$ cat src/rtl/fifo_lvl_pkg.sv
// fifo_lvl_pkg: default FIFO geometry, level thresholds and the {wr,rd} opcode encoding.
package fifo_lvl_pkg;

    localparam int B_DEF  = 8;
    localparam int W_DEF  = 4;
    localparam int AF_DEF = 12;
    localparam int AE_DEF = 2;

    typedef enum logic [1:0] {
        NOP = 2'b00,
        RD  = 2'b01,
        WR  = 2'b10,
        RW  = 2'b11
    } op_e;

endpackage

$ cat src/rtl/fifo_lvl_regfile.sv
// fifo_lvl_regfile: 2**W x B storage array, synchronous write, asynchronous read.
module fifo_lvl_regfile #(
    parameter int B = 8,
    parameter int W = 4
) (
    input  logic         clk,
    input  logic         wr_en,
    input  logic [W-1:0] w_addr,
    input  logic [W-1:0] r_addr,
    input  logic [B-1:0] w_data,
    output logic [B-1:0] r_data
);

    logic [B-1:0] mem_q [2**W];

    always_ff @(posedge clk)
        if (wr_en) mem_q[w_addr] <= w_data;

    assign r_data = mem_q[r_addr];

endmodule

$ cat src/rtl/fifo_lvl.sv
// fifo_lvl: show-ahead FIFO with registered occupancy, level flags, sticky overflow/underflow and sync flush.
module fifo_lvl
    import fifo_lvl_pkg::*;
#(
    parameter int B      = B_DEF,
    parameter int W      = W_DEF,
    parameter int AF_LVL = AF_DEF,
    parameter int AE_LVL = AE_DEF
) (
    input  logic         clk,
    input  logic         reset,
    input  logic         clr,
    input  logic         wr,
    input  logic         rd,
    input  logic [B-1:0] w_data,
    output logic [B-1:0] r_data,
    output logic         full,
    output logic         empty,
    output logic         almost_full,
    output logic         almost_empty,
    output logic [W:0]   count,
    output logic         overflow,
    output logic         underflow
);

    localparam logic [W:0] DEPTH = (W+1)'(2**W);
    localparam logic [W:0] AF    = (W+1)'(AF_LVL);
    localparam logic [W:0] AE    = (W+1)'(AE_LVL);

    op_e          op;
    logic         we, re;
    logic [W-1:0] w_ptr_q, w_ptr_d, r_ptr_q, r_ptr_d;
    logic [W:0]   count_q, count_d;
    logic         full_q, full_d, empty_q, empty_d;
    logic         af_q, af_d, ae_q, ae_d;
    logic         ovf_q, ovf_d, unf_q, unf_d;

    // A write while full is only accepted when a real pop frees the head slot in the same edge.
    always_comb begin
        op = op_e'({wr, rd});
        we = 1'b0;
        re = 1'b0;
        case (op)
            NOP: ;
            WR:  we = !full_q;
            RD:  re = !empty_q;
            RW: begin
                we = 1'b1;
                re = !empty_q;
            end
        endcase
    end

    always_comb begin
        w_ptr_d = clr ? '0 : w_ptr_q + W'(we);
        r_ptr_d = clr ? '0 : r_ptr_q + W'(re);
        count_d = clr ? '0 : count_q + (W+1)'(we) - (W+1)'(re);
        ovf_d   = !clr && (ovf_q || (op == WR && full_q));
        unf_d   = !clr && (unf_q || (rd && empty_q));
        full_d  = count_d == DEPTH;
        empty_d = count_d == '0;
        af_d    = count_d >= AF;
        ae_d    = count_d <= AE;
    end

    always_ff @(posedge clk or posedge reset) begin
        if (reset) begin
            w_ptr_q <= '0;
            r_ptr_q <= '0;
            count_q <= '0;
            full_q  <= 1'b0;
            empty_q <= 1'b1;
            af_q    <= 1'b0;
            ae_q    <= 1'b1;
            ovf_q   <= 1'b0;
            unf_q   <= 1'b0;
        end else begin
            w_ptr_q <= w_ptr_d;
            r_ptr_q <= r_ptr_d;
            count_q <= count_d;
            full_q  <= full_d;
            empty_q <= empty_d;
            af_q    <= af_d;
            ae_q    <= ae_d;
            ovf_q   <= ovf_d;
            unf_q   <= unf_d;
        end
    end

    fifo_lvl_regfile #(.B(B), .W(W)) u_regfile (
        .clk    (clk),
        .wr_en  (we && !clr),
        .w_addr (w_ptr_q),
        .r_addr (r_ptr_q),
        .w_data (w_data),
        .r_data (r_data)
    );

    assign full         = full_q;
    assign empty        = empty_q;
    assign almost_full  = af_q;
    assign almost_empty = ae_q;
    assign count        = count_q;
    assign overflow     = ovf_q;
    assign underflow    = unf_q;

endmodule

$ cat config.mk
export PLATFORM = sky130hd
export DESIGN_NAME = fifo_lvl
export DESIGN_NICKNAME = d
export VERILOG_FILES = /design/src/rtl/fifo_lvl_pkg.sv /design/src/rtl/fifo_lvl_regfile.sv /design/src/rtl/fifo_lvl.sv
export SDC_FILE = /design/constraint.sdc
export NUM_CORES = 1
export LEC_CHECK = 0
export BUFFER_PORTS_ARGS = -buffer_cell sky130_fd_sc_hd__buf_2
export CELL_PAD_IN_SITES_DETAIL_PLACEMENT = 1
export CELL_PAD_IN_SITES_GLOBAL_PLACEMENT = 1
export CORE_ASPECT_RATIO = 0.7
export CORE_MARGIN = 4
export CORE_UTILIZATION = 30
export DETAILED_ROUTE_END_ITERATION = 12
export PLACE_DENSITY = 0.6
export RECOVER_POWER = 100
export SYNTH_ARGS = -nofsm -noshare
export SYNTH_HDL_FRONTEND = slang
export SYNTH_HIERARCHICAL = 1
export SYNTH_SLANG_ARGS = --single-unit
$ cat constraint.sdc
create_clock -name clk -period 3.4 [get_ports clk]
set_input_delay 0.34 -clock clk [delete_from_list [all_inputs] [get_ports clk]]
set_output_delay 0.34 -clock clk [all_outputs]
set_load 0.03 [all_outputs]
==> Yosys cells after proc, flatten, opt, wreduce, memory -nomap -nowiden <==
Memories as Yosys holds them, arrays and structs flattened.
Index checks and enable logic that the tools add are counted.
{ "word_totals": {"n_memories": 1, "ram_bits": 128, "ff_bits": 19, "input_bits": 13, "word_cells": 39, "out_inout_bits": 19} }
{ "op_classes": {"magnitude_cmp": 2, "n_eq_ne": 4, "reduce_logical": 12, "mux": 7, "add_sub_neg": 4} }
{ "memory_table": {"columns": ["memory", "depth", "word_bits", "rd", "rd_ports_with_merged_regs", "wr", "line", "text"], "rows": [
  ["u_regfile.mem_q", 16, 8, 1, 0, 1, "fifo_lvl_regfile.sv:14", "logic [B-1:0] mem_q [2**W];"]
]} }
{ "op_table": {"columns": ["op", "count"], "rows": [
  ["$add 4x1->4", 2],
  ["$mux 4", 2],
  ["$add 5x1->5", 1],
  ["$eq 5x5->1 const B", 1],
  ["$ge 5x4->1 const B", 1],
  ["$le 5x2->1 const B", 1],
  ["$logic_and 1x1->1", 5],
  ["$logic_not 5->1", 1],
  ["$mux 5", 1],
  ["$sub 5x1->5", 1],
  ["$eq 2x2->1 const B", 2],
  ["$logic_not 1->1", 3],
  ["$mux 1", 3],
  ["$eq 2x1->1 const B", 1],
  ["$logic_or 1x1->1", 2],
  ["$pmux 1 s2", 1],
  ["$reduce_or 2->1", 1]
]} }

==> Logic depth before layout (Yosys ltp) <==
Gate-level depths: netlist (run 1).
{ "logic_depth": {"word_depth": 6, "ltp_mapped": 11, "mapped_depth_nobuf": 11} }

==> Hierarchy <==
The synthesis (run 1) kept the hierarchy.
{ "modules_own_cells": {"columns": ["module", "area_each_um2", "seq_area_each_um2", "cells_each", "n_inst"], "rows": [
  ["fifo_lvl_regfile", 4987.3, 3843.7, 221, 1],
  ["fifo_lvl", 937.1, 478.0, 89, 1]
]} }

==> Worst setup path before layout (run 1) <==
Ideal clock, no wire load.
{ "synth_path": {"kind": "flip-flop to flip-flop", "from": "reg full_q, in the netlist full", "to": "reg full_q, in the netlist full", "path_slack_ns": 0.803, "synth_period_minus_slack_ns": 2.597, "setup_ns": 0.121, "arrival_time_ns": 2.476, "stages_incl_launch_ff": 12, "path_buffers": 0, "required_time_ns": 3.279, "path_cell_list": "dfrtp_1 > inv_1 > o21ai_0 > ha_1 > inv_1 > ha_1 > inv_1 > fa_1 > nand2b_1 > a21oi_1 > xnor2_1 > and4bb_2"} }
{ "synth_between": {"elab_chain_len": 6} }
{ "synth_rtl": {"columns": ["element", "line", "text"], "rows": [
  ["from (decl)", "fifo_lvl.sv:34", "logic full_q, full_d, empty_q, empty_d;"],
  ["from (signal assigned)", "fifo_lvl.sv:81", "full_q <= full_d;"],
  ["$logic_not 1->1", "fifo_lvl.sv:45", "WR: we = !full_q;"],
  ["$pmux 1 s2", "fifo_lvl.sv:43", "case (op)"],
  ["$add 5x1->5", "fifo_lvl.sv:57", "count_d = clr ? '0 : count_q + (W+1)'(we) - (W+1)'(re);"],
  ["$sub 5x1->5", "fifo_lvl.sv:57", null],
  ["$mux 5", "fifo_lvl.sv:57", null],
  ["$eq 5x5->1", "fifo_lvl.sv:60", "full_d = count_d == DEPTH;"],
  ["net full_d", "fifo_lvl.sv:34", null]
]} }
The timed path passes the listed nets, and every way through them passes these cells.

==> Worst setup path after layout (run 1) <==
{ "layout_path": {"from": "reg r_ptr_q[0]", "to": "out r_data[0]"} }
{ "layout_between": {"elab_chain_len": 1} }
{ "layout_rtl": {"columns": ["element", "line", "text"], "rows": [
  ["from (decl)", "fifo_lvl.sv:32", "logic [W-1:0] w_ptr_q, w_ptr_d, r_ptr_q, r_ptr_d;"],
  ["from (signal assigned)", "fifo_lvl.sv:79", "r_ptr_q <= r_ptr_d;"],
  ["$mem_v2 16x8", null, null],
  ["to (decl)", "fifo_lvl.sv:16", "output logic [B-1:0] r_data,"]
]} }
No other way between the ends.

==> results.txt, run 1 <==
The run finished with clean final reports. The number of clock buffers added by TritonCTS is 17. The worst setup path is launched from a flop. For the total negative slack, the log shows 0 ps. After clock tree synthesis, the repair step resized 0 gates. The quantity of hold-fixing buffers added after cts is 0, and the data arrival time of the critical path is 2610 ps. Cells fill 36.6% of the core in the end. For the yosys synthesis warning count, the log shows 6. Based on the critical path, the design can be clocked at up to 0.339 GHz. The floorplan has 42 rows. Summed over all layers, the global routing overflow is 0. For the cell total after placement, the log shows 603. In this run the clock root is driven by a sky130_fd_sc_hd__clkbuf_16. The run gives 0.00232 uW as the leakage power total.

For the final-stage net count, the log shows 381. Number of nets with antenna violations after routing: 0. The chip height came out at 126 um. The category of the critical setup timing path is flop to output pin. Entering global routing, the biggest net connects 35 pins.

Counting distinct cell types in the post-synthesis netlist gives 35. The mapped netlist covers 5920 um2. For the fill cell instance count of the final layout, the log shows 1949.

The worst slack on hold paths is 61.9 ps, and the total number of vias is 2973. The maximum buffer depth of the clock tree is 2, and the logic depth of the worst register-to-register path is 11. The clock reaches the later pin of the worst-skew pair after 420 ps. The fraction of final layout cells sized beyond drive strength 1 is 16.4%.

Type of the tightest min-delay check: input port to asynchronous set/reset pin. Number of clock sinks: 147. The run gives 310 as the instance count of the mapped netlist.

Adder-cell area share of the yosys netlist: 2.24%. Critical register-to-register path startpoint: full$_DFF_PP0_. The worst register-to-register path ends at full$_DFF_PP0_. The floorplan die width was 176 um. The run gives 3060 ps as the required time reported for the critical path endpoint.

The number of DRC violations after detailed routing was 0; the shortest clock period the worst path allows after layout was 2950 ps. Compared with the post-synthesis result, the final layout area differs by 18.1%. The main combinational cell family by area after synthesis was multiplexers. The total half-perimeter wirelength after legalization and detailed placement was 8190 um. The run gives 334 uV as the peak ir drop on the vdd network. 0 antenna diodes ended up in the layout. In this run the cell area measured after placement is 6400 um2. The xor-xnor portion of the synthesized cell area is 1.03%. The run gives 4 as the number of iterations in the first detailed-routing pass.

The area fraction in compound gates after synthesis was 3.04%. The logs give 3255 for the via count of the first global-routing pass and 278 for the violation count after the first detailed-route iteration. For this design the ratio of total power to cell area is 715 nW/um2.

The endpoint kind of the worst setup timing path is an output pin. After detailed routing, the number of vias per cell comes to 4.68. The final-report hold violation count was 0; the share of synthesized cell area in and, or, nand and nor gates was 5.34%. The post-synthesis area per instance was 19.1 um2; the post-synthesis sequential area ratio was 72.9%. Multiplexer share of the synthesized area: 13.1%. The die covers 22100 um2.

The congestion estimate from routability-driven global placement came to 0.754. The final max-slew violation count came out at 0. After the flow finishes, the layout carries non-filler instances totaling 635. The worst pin sits at a relative slew slack of 34.7%. The I/O pin total came out at 32.

Setup repair after global routing left no endpoint under its margin. In this run the worst path has a maximum fanout of 17. The routed length per instance is 20.5 um. The worst clock skew was 12.2 ps. Across the run, the number of max-cap violations was 0. For this configuration, the core starts out at a cell density of 31.0%. At the pin with the least slew margin, the transition time is 976 ps. The depth of the CTS H-tree is 4, and the share of the clock period used by the worst path after layout is 86.8%. Setup violations remaining at the end of the flow were counted as 0. The final wirelength is 13000 um, and the core footprint is 19100 um2. Buffers added to address setup during post-CTS repair amount to 0. In the global route stage, overall resource usage came out at 12.4%.

The first global-routing pass estimated 20000 um of wire. The setup check on the worst reg-to-reg path leaves a slack of 740 ps. The post-layout instance area was 7000 um2; the synthesized netlist net count was 333. After clock tree synthesis, the clock-pin slew on the worst setup and hold paths is 60 ps.

The tools report the initial antenna violation count as 0. TritonCTS built the clock tree. Synthesis inferred 147 register bits. Buffers placed on the I/O ports in this run total 31.
[state kept, by name, indices dropped and copies added, names as in the netlist]
| register | flops |
|---|---|
| u_regfile/mem_q | 128 |
| empty | 1 |
| almost_empty | 1 |
| almost_full | 1 |
| full | 1 |
| w_ptr_q | 4 |
| underflow | 1 |
| r_ptr_q | 4 |
| overflow | 1 |
| count | 5 |
[area by class of cell]
cell class              instances  area, um2  share of cell area (%)
multi-input cells             139       1460                    20.9
clock buffers                  17        425                    6.08
flip-flops and latches        147       4320                    61.8
clock inverters                15        228                    3.26
inverters                      12       45.0                   0.644
well taps                     264        330                    4.72
repair buffers                 41        180                    2.58
[cell usage after synthesis]
| master | instances | area (um2) |
|---|---|---|
| sky130_fd_sc_hd__a21oi_1 | 4 | 20.0 |
| sky130_fd_sc_hd__a21oi_2 | 1 | 8.76 |
| sky130_fd_sc_hd__a22oi_1 | 16 | 120 |
| sky130_fd_sc_hd__a31oi_1 | 1 | 6.26 |
| sky130_fd_sc_hd__a41o_1 | 2 | 20.0 |
| sky130_fd_sc_hd__and2_1 | 1 | 6.26 |
| sky130_fd_sc_hd__and2b_1 | 1 | 7.51 |
| sky130_fd_sc_hd__and3_1 | 1 | 6.26 |
| sky130_fd_sc_hd__and4bb_2 | 1 | 12.5 |
| sky130_fd_sc_hd__buf_2 | 3 | 15.0 |
| sky130_fd_sc_hd__buf_4 | 1 | 7.51 |
| sky130_fd_sc_hd__buf_6 | 3 | 33.8 |
| sky130_fd_sc_hd__clkbuf_1 | 2 | 7.51 |
| sky130_fd_sc_hd__clkdlybuf4s25_2 | 3 | 30.0 |
| sky130_fd_sc_hd__dfrtp_1 | 17 | 425 |
| sky130_fd_sc_hd__dfstp_2 | 2 | 52.6 |
| sky130_fd_sc_hd__edfxtp_1 | 128 | 3840 |
| sky130_fd_sc_hd__fa_1 | 1 | 20.0 |
| sky130_fd_sc_hd__ha_1 | 9 | 113 |
| sky130_fd_sc_hd__inv_1 | 12 | 45.0 |
| sky130_fd_sc_hd__mux4_1 | 14 | 368 |
| sky130_fd_sc_hd__mux4_2 | 18 | 405 |
| sky130_fd_sc_hd__nand2_1 | 10 | 37.5 |
| sky130_fd_sc_hd__nand2b_1 | 4 | 25.0 |
| sky130_fd_sc_hd__nand3_1 | 4 | 20.0 |
| sky130_fd_sc_hd__nand3b_1 | 2 | 15.0 |
| sky130_fd_sc_hd__nor2_1 | 27 | 101 |
| sky130_fd_sc_hd__nor2b_1 | 7 | 43.8 |
| sky130_fd_sc_hd__nor3_1 | 4 | 20.0 |
| sky130_fd_sc_hd__o21ai_0 | 1 | 5.00 |
| sky130_fd_sc_hd__or2_1 | 1 | 6.26 |
| sky130_fd_sc_hd__or3_1 | 1 | 6.26 |
| sky130_fd_sc_hd__or3b_2 | 1 | 8.76 |
| sky130_fd_sc_hd__xnor2_1 | 4 | 35.0 |
| sky130_fd_sc_hd__xor2_1 | 3 | 26.3 |
[metrics by stage]
| stage | power, uW | worst slack, ps |
|---|---|---|
| 2_1_floorplan | 2760 | 803 |
| 3_3_place_gp | 2980 | 772 |
| 3_5_place_dp | 3000 | 680 |
| 4_1_cts | 5080 | 444 |
| 5_1_grt | 5230 | 278 |
| 6_report | 5000 | 449 |
[cell families after synthesis]
kind of cell / count (synthesis)
AND/OR/NAND/NOR: 65
flip-flops: 147
XOR/XNOR: 7
buffers and inverters: 24
AO/OA/AOI/OAI: 25
multiplexers: 32
adder cells (fa/ha/maj): 10
[worst max-delay path, cell delays in order, from the launching register on]
cell                       delay, ps
sky130_fd_sc_hd__dfrtp_2         730
sky130_fd_sc_hd__mux4_1          670
sky130_fd_sc_hd__a22oi_1         400
sky130_fd_sc_hd__nand2_1         150
sky130_fd_sc_hd__clkbuf_1        240
[layer usage]
layer	part of all wire, %	wire, um	global-route usage (%)	vias to the layer above
li1	-	-	-	1333
met1	48	6270	18.4	1581
met2	46	6010	17.7	53
met3	4.8	627	3.26	6
met4	0.72	93	4.31	0
met5	0	0	0	-
[layout by cell type, fill, tap and decap left out, types with 5 or more instances in the layout]
cell                        instances
sky130_fd_sc_hd__nor2b_1            7
sky130_fd_sc_hd__edfxtp_1         128
sky130_fd_sc_hd__mux4_1            14
sky130_fd_sc_hd__bufinv_16          5
sky130_fd_sc_hd__dfrtp_1           16
sky130_fd_sc_hd__a22oi_1           16
sky130_fd_sc_hd__ha_1               9
sky130_fd_sc_hd__nand2_1           10
sky130_fd_sc_hd__buf_2              5
sky130_fd_sc_hd__nor2_1            27
sky130_fd_sc_hd__clkbuf_16         17
sky130_fd_sc_hd__mux4_2            18
sky130_fd_sc_hd__inv_1             12
sky130_fd_sc_hd__clkbuf_1          34
[power breakdown]
part	internal, uW	switching, uW
logic	320	507
registers	2040	69.8
clock network	1310	752
total	3670	1330
[worst max-delay path by stage]
stage                         startpoint  slack (ps)  cells after the start             end
floorplan                 full$_DFF_PP0_         800                     11  full$_DFF_PP0_
global placement                      rd         770                     11  full$_DFF_PP0_
detailed placement                    rd         680                     11  full$_DFF_PP0_
CTS                 r_ptr_q[0]$_DFF_PP0_         440                      5       r_data[4]
global route        r_ptr_q[0]$_DFF_PP0_         280                      5       r_data[4]
finish              r_ptr_q[0]$_DFF_PP0_         450                      4       r_data[0]
Power figures use the tool's default switching activity.
==> run 2: changes to the inputs <==
Settings changed: CORE_UTILIZATION 30 to 40, CTS_CLUSTER_SIZE set to 24, PLACE_DENSITY 0.6 to 0.72, SYNTH_HIERARCHICAL 1 to unset.
==> results.txt, run 2 <==
The final instance count without filler cells is 554 (-13%). Among all cell types in the netlist, the one instantiated most often is sky130_fd_sc_hd__edfxtp_1. Clock transition at the register clock pins on the worst setup and hold paths after CTS: 60 ps (about the same).

The total negative slack was 0 ps (unchanged); the floorplan die width was 154 um (-12%). The I/O pin total is 32 (unchanged), and the top-area cell type share of the netlist area is 64.3% (-0.53 points). The leakage power total came out at 0.00229 uW (-1.4%).

The tools report the starting density of the core as 40.7% (+9.7 points). Beginning of the critical path: r_ptr_q[0]$_DFF_PP0_. The maximum buffer depth of the clock tree is 2 (unchanged), and the data arrival time of the critical path is 2710 ps (+100 ps).

The category of the critical setup timing path is flop to output pin. The run gives 14700 um2 (-23%) as the core footprint. The final max-slew violation count was 0 (unchanged). The first-pass GRT wire length was 19500 um (-2.9%); the total number of vias was 2877 (-3.2%). Chip height: 110 um (-12%).

The routed length per instance was 22.7 um (+11%). Number of flops mapped to enable cells by yosys: 128 (unchanged). The aggregate global-route resource usage is 16.1% (+3.7 points), and the post-place instance area is 6420 um2 (+0.27%). After detailed routing, no signal wire sits above met4.

The total CTS buffers was 17 (unchanged). The final-stage net count was 369 (-3.1%). The number of clock sinks is 147 (unchanged).

The violation count after the first detailed-route iteration is 218 (-22%). The largest area contributor in the netlist was sky130_fd_sc_hd__edfxtp_1. Final RePlAce weighted congestion: 0.746 (-1.1%).

The run gives 4 (unchanged) as the number of iterations in the first detailed-routing pass. The count of antenna diodes in the layout came out at 0 (unchanged). The depth of the CTS H-tree came out at 4 (unchanged). More flip-flops sit in one register than any other, and that register is u_regfile.mem_q. For the worst slack on hold paths, the log shows 49.4 ps (-12.5 ps). The top cell types in the final layout, fill and taps aside, are sky130_fd_sc_hd__edfxtp_1, sky130_fd_sc_hd__clkbuf_1, sky130_fd_sc_hd__nor2_1, sky130_fd_sc_hd__mux4_1, sky130_fd_sc_hd__clkbuf_16. The final number of setup-violating endpoints came out at 0 (unchanged). For the summed instance area of the synthesized netlist, the log shows 5970 um2 (+0.82%).

The total half-perimeter wirelength after legalization and detailed placement was 8170 um (-0.16%). The worst register-to-register path begins at full$_DFF_PP0_. The max-capacitance violation count was 0 (unchanged); the number of nets with antenna violations after routing was 0 (unchanged). For the final wirelength, the log shows 12600 um (-3.1%). The most used flip-flop cell after synthesis is sky130_fd_sc_hd__edfxtp_1. TritonCTS built the clock tree. The leftover overflow at the end of global routing was 0 (unchanged); the number of flip-flops in the largest register was 128 (unchanged).

For the worst slew slack as a fraction of its limit, the log shows 49.1% (+14 points). The commonest cells after synthesis are sky130_fd_sc_hd__edfxtp_1, sky130_fd_sc_hd__nor2_1, sky130_fd_sc_hd__mux4_1. The power per unit of standard cell area works out to 673 nW/um2 (-5.8%). In this run the worst hold path is classified as input port to asynchronous set/reset pin. The number of distinct library cell variants in the gate-level netlist after synthesis was 29 (-17%). The run gives 3195 (-1.8%) as the via count of the first global-routing pass. For the clock latency on the worst-skew pair, the log shows 420 ps (about the same). The tools report the endpoint kind of the worst setup timing path as an output pin. Maximum fanout along the worst path: 19 (+2). The tools report the slack of the worst reg-to-reg path as 680 ps (-60 ps). The count of standard-cell rows came out at 37 (-12%). The post-synthesis sequential area ratio came out at 72.4% (-0.60 points).

The area of the die was 17000 um2 (-23%); the post-layout instance area was 6870 um2 (-1.8%). The fraction of registers with async set or reset after synthesis is 12.9% (unchanged), and the relative area change from synthesis to final layout is 15.1%. The quantity of hold-fixing buffers added after cts is 0 (unchanged), and the synthesized netlist net count is 315 (-5.4%). Setup repair after global routing left no endpoint under its margin. The tools report the largest net degree at the start of global routing as 35 (unchanged). The number of DRC violations after detailed routing is 0 (unchanged). The post-synthesis area per instance is 20.5 um2 (+7.0%), and the number of gates resized after CTS is 0 (unchanged). The vias per cell works out to 5.19 (+11%). The required time reported for the critical path endpoint was 3060 ps (about the same). The maximum operating frequency came out at 0.327 GHz (-3.4%). The worst clock skew was 4.72 ps (-7.51 ps); the flop and latch count out of synthesis was 147 (unchanged). The tools report the final-report hold violation count as 0 (unchanged). The shortest clock period the worst path allows after layout works out to 3050 ps (+104 ps). The amount of wire on met3 after detailed routing was 784 um (+25%); the number of setup buffers added after CTS was 0 (unchanged). The run gives 292 (-5.8%) as the instance count of the mapped netlist. Share of the clock period used by the worst path after layout: 89.8% (+3.0 points). In the post-synthesis netlist, the biggest area contributors are sky130_fd_sc_hd__edfxtp_1, sky130_fd_sc_hd__mux4_1, sky130_fd_sc_hd__dfrtp_1.

The tools report the cell total after placement as 522 (-13%). Peak ir drop on the vdd network: 361 uV (+7.9%). For the initial antenna violation count, the log shows 0 (unchanged).

The tree is rooted in a sky130_fd_sc_hd__clkbuf_16. The worst register-to-register path ends at full$_DFF_PP0_. The run finished with clean final reports.

STA classifies the critical path startpoint as a flop. The sum of routed wire segments on met1 is 5430 um (-13%). The total length of routed met2 wires is 6310 um (+5.0%).

The library cell used most frequently in the layout, excluding fill and tap cells, is sky130_fd_sc_hd__edfxtp_1. The fraction of final layout cells sized beyond drive strength 1 is 14.8% (-1.7 points). Pin slew with the least headroom to its limit: 762 ps (-214 ps). The total power consumption of the routed design is 4630 uW (-7.5%).

The yosys synthesis warning count was 0 (-6); the count of buffers inserted at the top-level ports was 31 (unchanged). The logic depth of the worst register-to-register path came out at 11 (unchanged).
-- run 2: cell count changes in the layout (fill, tap and decap cells not counted), moves of 4 or more --
cell                        change
sky130_fd_sc_hd__a22oi_1       -16
sky130_fd_sc_hd__clkbuf_1      +11
sky130_fd_sc_hd__mux4_1        +10
sky130_fd_sc_hd__nand2_1        -8
sky130_fd_sc_hd__bufinv_16      -4
sky130_fd_sc_hd__clkinv_2       +4
-- run 2: where the power goes --
group / internal (uW) / switching, uW
registers: 2040 / 59.5
clock network: 1000 / 721
logic: 317 / 486
-- run 2: kinds of logic after synthesis --
| kind of cell | share of synthesized area (%) |
|---|---|
| flip-flops | 72.4 |
| multiplexers | 16.6 |
| adder cells (fa/ha/maj) | 2.22 |
| XOR/XNOR | 1.03 |
| buffers and inverters | 2.28 |
| AND/OR/NAND/NOR | 4.69 |
| AO/OA/AOI/OAI | 0.838 |
-- run 2: how the worst max path moves through the flow --
| stage | end | slack (ps) |
|---|---|---|
| finish | r_data[5] | 350 |
| global route | r_data[5] | 230 |
| CTS | r_data[5] | 340 |
| detailed placement | full$_DFF_PP0_ | 540 |
| global placement | full$_DFF_PP0_ | 620 |
| floorplan | full$_DFF_PP0_ | 940 |
-- run 2: cell type report --
class | count | area (um2)
clock inverters | 13 | 111
flip-flops and latches | 147 | 4320
multi-input cells | 121 | 1520
well taps | 195 | 244
fillers | 1373 | 7800
inverters | 10 | 37.5
repair buffers | 49 | 209
clock buffers | 19 | 433
-- run 2: through the flow --
| step | worst slack (ps) | util, % |
|---|---|---|
| CTS | 341 | 47.5 |
| global placement | 623 | 43.8 |
| global route | 233 | 46.8 |
| floorplan | 939 | - |
| detailed placement | 542 | 43.8 |
| finish | 346 | 46.8 |
-- run 2: per-layer routing --
metal / GRT usage, % / vias up
li1: - / 1294
met2: 26.4 / 69
met1: 21.1 / 1505
met5: 0 / -
met3: 4.80 / 9
met4: 5.10 / 0
-- run 2: worst max-delay path: stages, from the launching register on --
cell	delay [ps]
sky130_fd_sc_hd__dfrtp_2	690
sky130_fd_sc_hd__buf_12	260
sky130_fd_sc_hd__mux4_1	600
sky130_fd_sc_hd__mux4_2	490
sky130_fd_sc_hd__clkbuf_1	240
==> run 3: changes to the inputs <==
Settings changed: RECOVER_POWER 100 to unset.
==> results.txt, run 3 (synthesized netlist as in run 2, its figures left out) <==
The worst setup path is launched from a flop. The floorplan die width came out at 154 um (unchanged). The clock transition at the register clock pins on the worst setup and hold paths after CTS is 60 ps (about the same), and the via count of the first global-routing pass is 3195 (unchanged). Maximum cell stage delay along the critical path: 680 ps (about the same). The tools report the root buffer selected by CTS as sky130_fd_sc_hd__clkbuf_16. The worst hold path belongs to the class input port to asynchronous set/reset pin.

The logs give 5590 um (+3.0%) for the sum of routed wire segments on met1 and 0.333 GHz (+1.8%) for the maximum operating frequency. The buffers plus inverters on the worst setup path is 2 (unchanged), and the depth of the CTS H-tree is 4 (unchanged). Aggregate global-route resource usage: 16.1% (unchanged). The run gives 17 (unchanged) as the total CTS buffers. The fraction of final layout cells sized beyond drive strength 1 was 27.0% (+12 points). The run gives 2869 (-0.28%) as the total number of vias. For the initial antenna violation count, the log shows 0 (unchanged). The tools report the final wirelength as 12600 um (+0.21%). The largest net degree at the start of global routing was 35 (unchanged).

The tools report the peak ir drop on the vdd network as 367 uV (+1.8%). The worst slew slack as a fraction of its limit came out at 49.4% (+0.27 points). For the final-stage net count, the log shows 369 (unchanged).

The number of clock sinks is 147 (unchanged), and the leftover overflow at the end of global routing is 0 (unchanged). The run gives 32 (unchanged) as the I/O pin total. The logs give 1520 um2 (unchanged) for the area of combinational cells with multiple inputs and 19500 um (unchanged) for the first-pass GRT wire length.

The run gives 0 (unchanged) as the number of DRC violations after detailed routing. Leaving out fill and tap cells, the most frequent cells in the layout are sky130_fd_sc_hd__edfxtp_1, sky130_fd_sc_hd__buf_2, sky130_fd_sc_hd__nor2_1, sky130_fd_sc_hd__mux4_1. The chip height works out to 110 um (unchanged).

The number of flip-flops in the largest register is 128 (unchanged), and the core footprint is 14700 um2 (unchanged). The vias per cell was 5.18 (-0.28%). The critical register-to-register path endpoint is full$_DFF_PP0_.

The maximum fanout along the worst path was 19 (unchanged); the violation count after the first detailed-route iteration was 255 (+17%). The maximum buffer depth of the clock tree is 2 (unchanged). The total negative slack was 0 ps (unchanged). For the total length of routed met2 wires, the log shows 6330 um (+0.33%). Setup repair after global routing left no endpoint under its margin. The logic depth of the worst register-to-register path is 11 (unchanged), and the number of gates resized after CTS is 0 (unchanged). The tools report the critical register-to-register path startpoint as full$_DFF_PP0_.

The register name with the most flops was u_regfile.mem_q. The tools report the number of nets with antenna violations after routing as 0 (unchanged). Uppermost layer routed: met4.

Total number of cells along the worst setup path: 4 (unchanged). The quantity of hold-fixing buffers added after cts is 0 (unchanged). The shortest clock period the worst path allows after layout is 3000 ps (-54.4 ps). The worst clock skew is 4.40 ps (-0.325 ps). Commonest non-fill, non-tap cell in the layout: sky130_fd_sc_hd__edfxtp_1. The final-report hold violation count is 0 (unchanged). The final max-slew violation count came out at 0 (unchanged). The area occupied by registers was 4320 um2 (unchanged); the fill cell instance count of the final layout was 1367 (-0.44%). The cell total after placement was 522 (unchanged). The slowest stage of the critical path is the sky130_fd_sc_hd__dfrtp_2 cell. For the final number of setup-violating endpoints, the log shows 0 (unchanged). The pin slew with the least headroom to its limit was 758 ps (-4.00 ps).

The family with the most delay on the worst path was multiplexers. The post-place setup slack was 542 ps (unchanged); the total half-perimeter wirelength after legalization and detailed placement was 8170 um (unchanged). The tools report the count of standard-cell rows as 37 (unchanged). The run gives 6420 um2 (unchanged) as the post-place instance area. The starting density of the core came out at 40.7% (unchanged).

Walking the worst path, the cells encountered are buf_12, mux4_1, mux4_2, buf_2. The number of setup buffers added after CTS is 0 (unchanged). In this run the worst setup path terminates at r_data[5]. The power per unit of standard cell area is 667 nW/um2 (-0.93%), and the number of iterations in the first detailed-routing pass is 4 (unchanged).

The area of the die came out at 17000 um2 (unchanged). TritonCTS built the clock tree. The flow ran to the end, and the final reports show no timing, DRC or antenna violations. For the data arrival time of the critical path, the log shows 2660 ps (-50 ps). The beginning of the critical path was r_ptr_q[0]$_DFF_PP0_.

The worst setup path is captured at an output pin. The tools report the amount of wire on met3 after detailed routing as 637 um (-19%). The share of the clock period used by the worst path after layout is 88.2% (-1.6 points).

The worst setup margin was 400 ps (+54.4 ps). The slack of the worst reg-to-reg path came out at 660 ps (-20 ps). The count of buffers inserted at the top-level ports came out at 31 (unchanged). The relative area change from synthesis to final layout was 16.6%. The routed length per instance is 22.8 um (+0.21%).

The tools report the leakage power total as 0.00244 uW (+6.7%). For the required time reported for the critical path endpoint, the log shows 3060 ps (about the same). The final RePlAce weighted congestion was 0.746 (unchanged); the count of antenna diodes in the layout was 0 (unchanged). The tools report the post-layout instance area as 6970 um2 (+1.4%). The max-capacitance violation count came out at 0 (unchanged). The worst setup path is of the flop to output pin kind.

The tools report the clock latency on the worst-skew pair as 420 ps (about the same). For the final instance count without filler cells, the log shows 554 (unchanged).
run 3: through the flow:
stage,hold WS [ps],total power (uW),utilization (%)
2_1_floorplan,290,2750,-
3_3_place_gp,473,2930,43.8
3_5_place_dp,492,2980,43.8
4_1_cts,55.5,4710,47.5
5_1_grt,94.1,4870,47.5
6_report,48.6,4650,47.5
run 3: worst min-delay path by stage:
| stage | from | to | slack, ps |
|---|---|---|---|
| floorplan | reset | almost_full$_DFF_PP0_ | 290 |
| global placement | underflow$_DFF_PP0_ | underflow$_DFF_PP0_ | 470 |
| detailed placement | overflow$_DFF_PP0_ | overflow$_DFF_PP0_ | 490 |
| CTS | reset | almost_full$_DFF_PP0_ | 60 |
| global route | reset | count[4]$_DFF_PP0_ | 90 |
| finish | reset | count[4]$_DFF_PP0_ | 50 |
run 3: per-layer routing:
metal	vias up	track usage (%)
li1	1292	-
met2	68	26.4
met1	1503	21.1
met4	0	5.10
met5	-	0
met3	6	4.80
run 3: layout make-up:
| type | instances | share of cell area, % |
|---|---|---|
| clock buffer | 19 | 6.21 |
| clock inverter | 13 | 1.60 |
| inverter | 10 | 0.539 |
| multi-input combinational | 121 | 21.7 |
| sequential | 147 | 62.1 |
| tap | 195 | 3.50 |
| timing repair buffer | 49 | 4.35 |
run 3: power breakdown:
group	total (uW)	switching [uW]	leakage, uW	internal, uW
Sequential	2100	57.5	0.00140	2040
Clock	1720	719	0.000266	1000
Combinational	825	485	0.000777	341
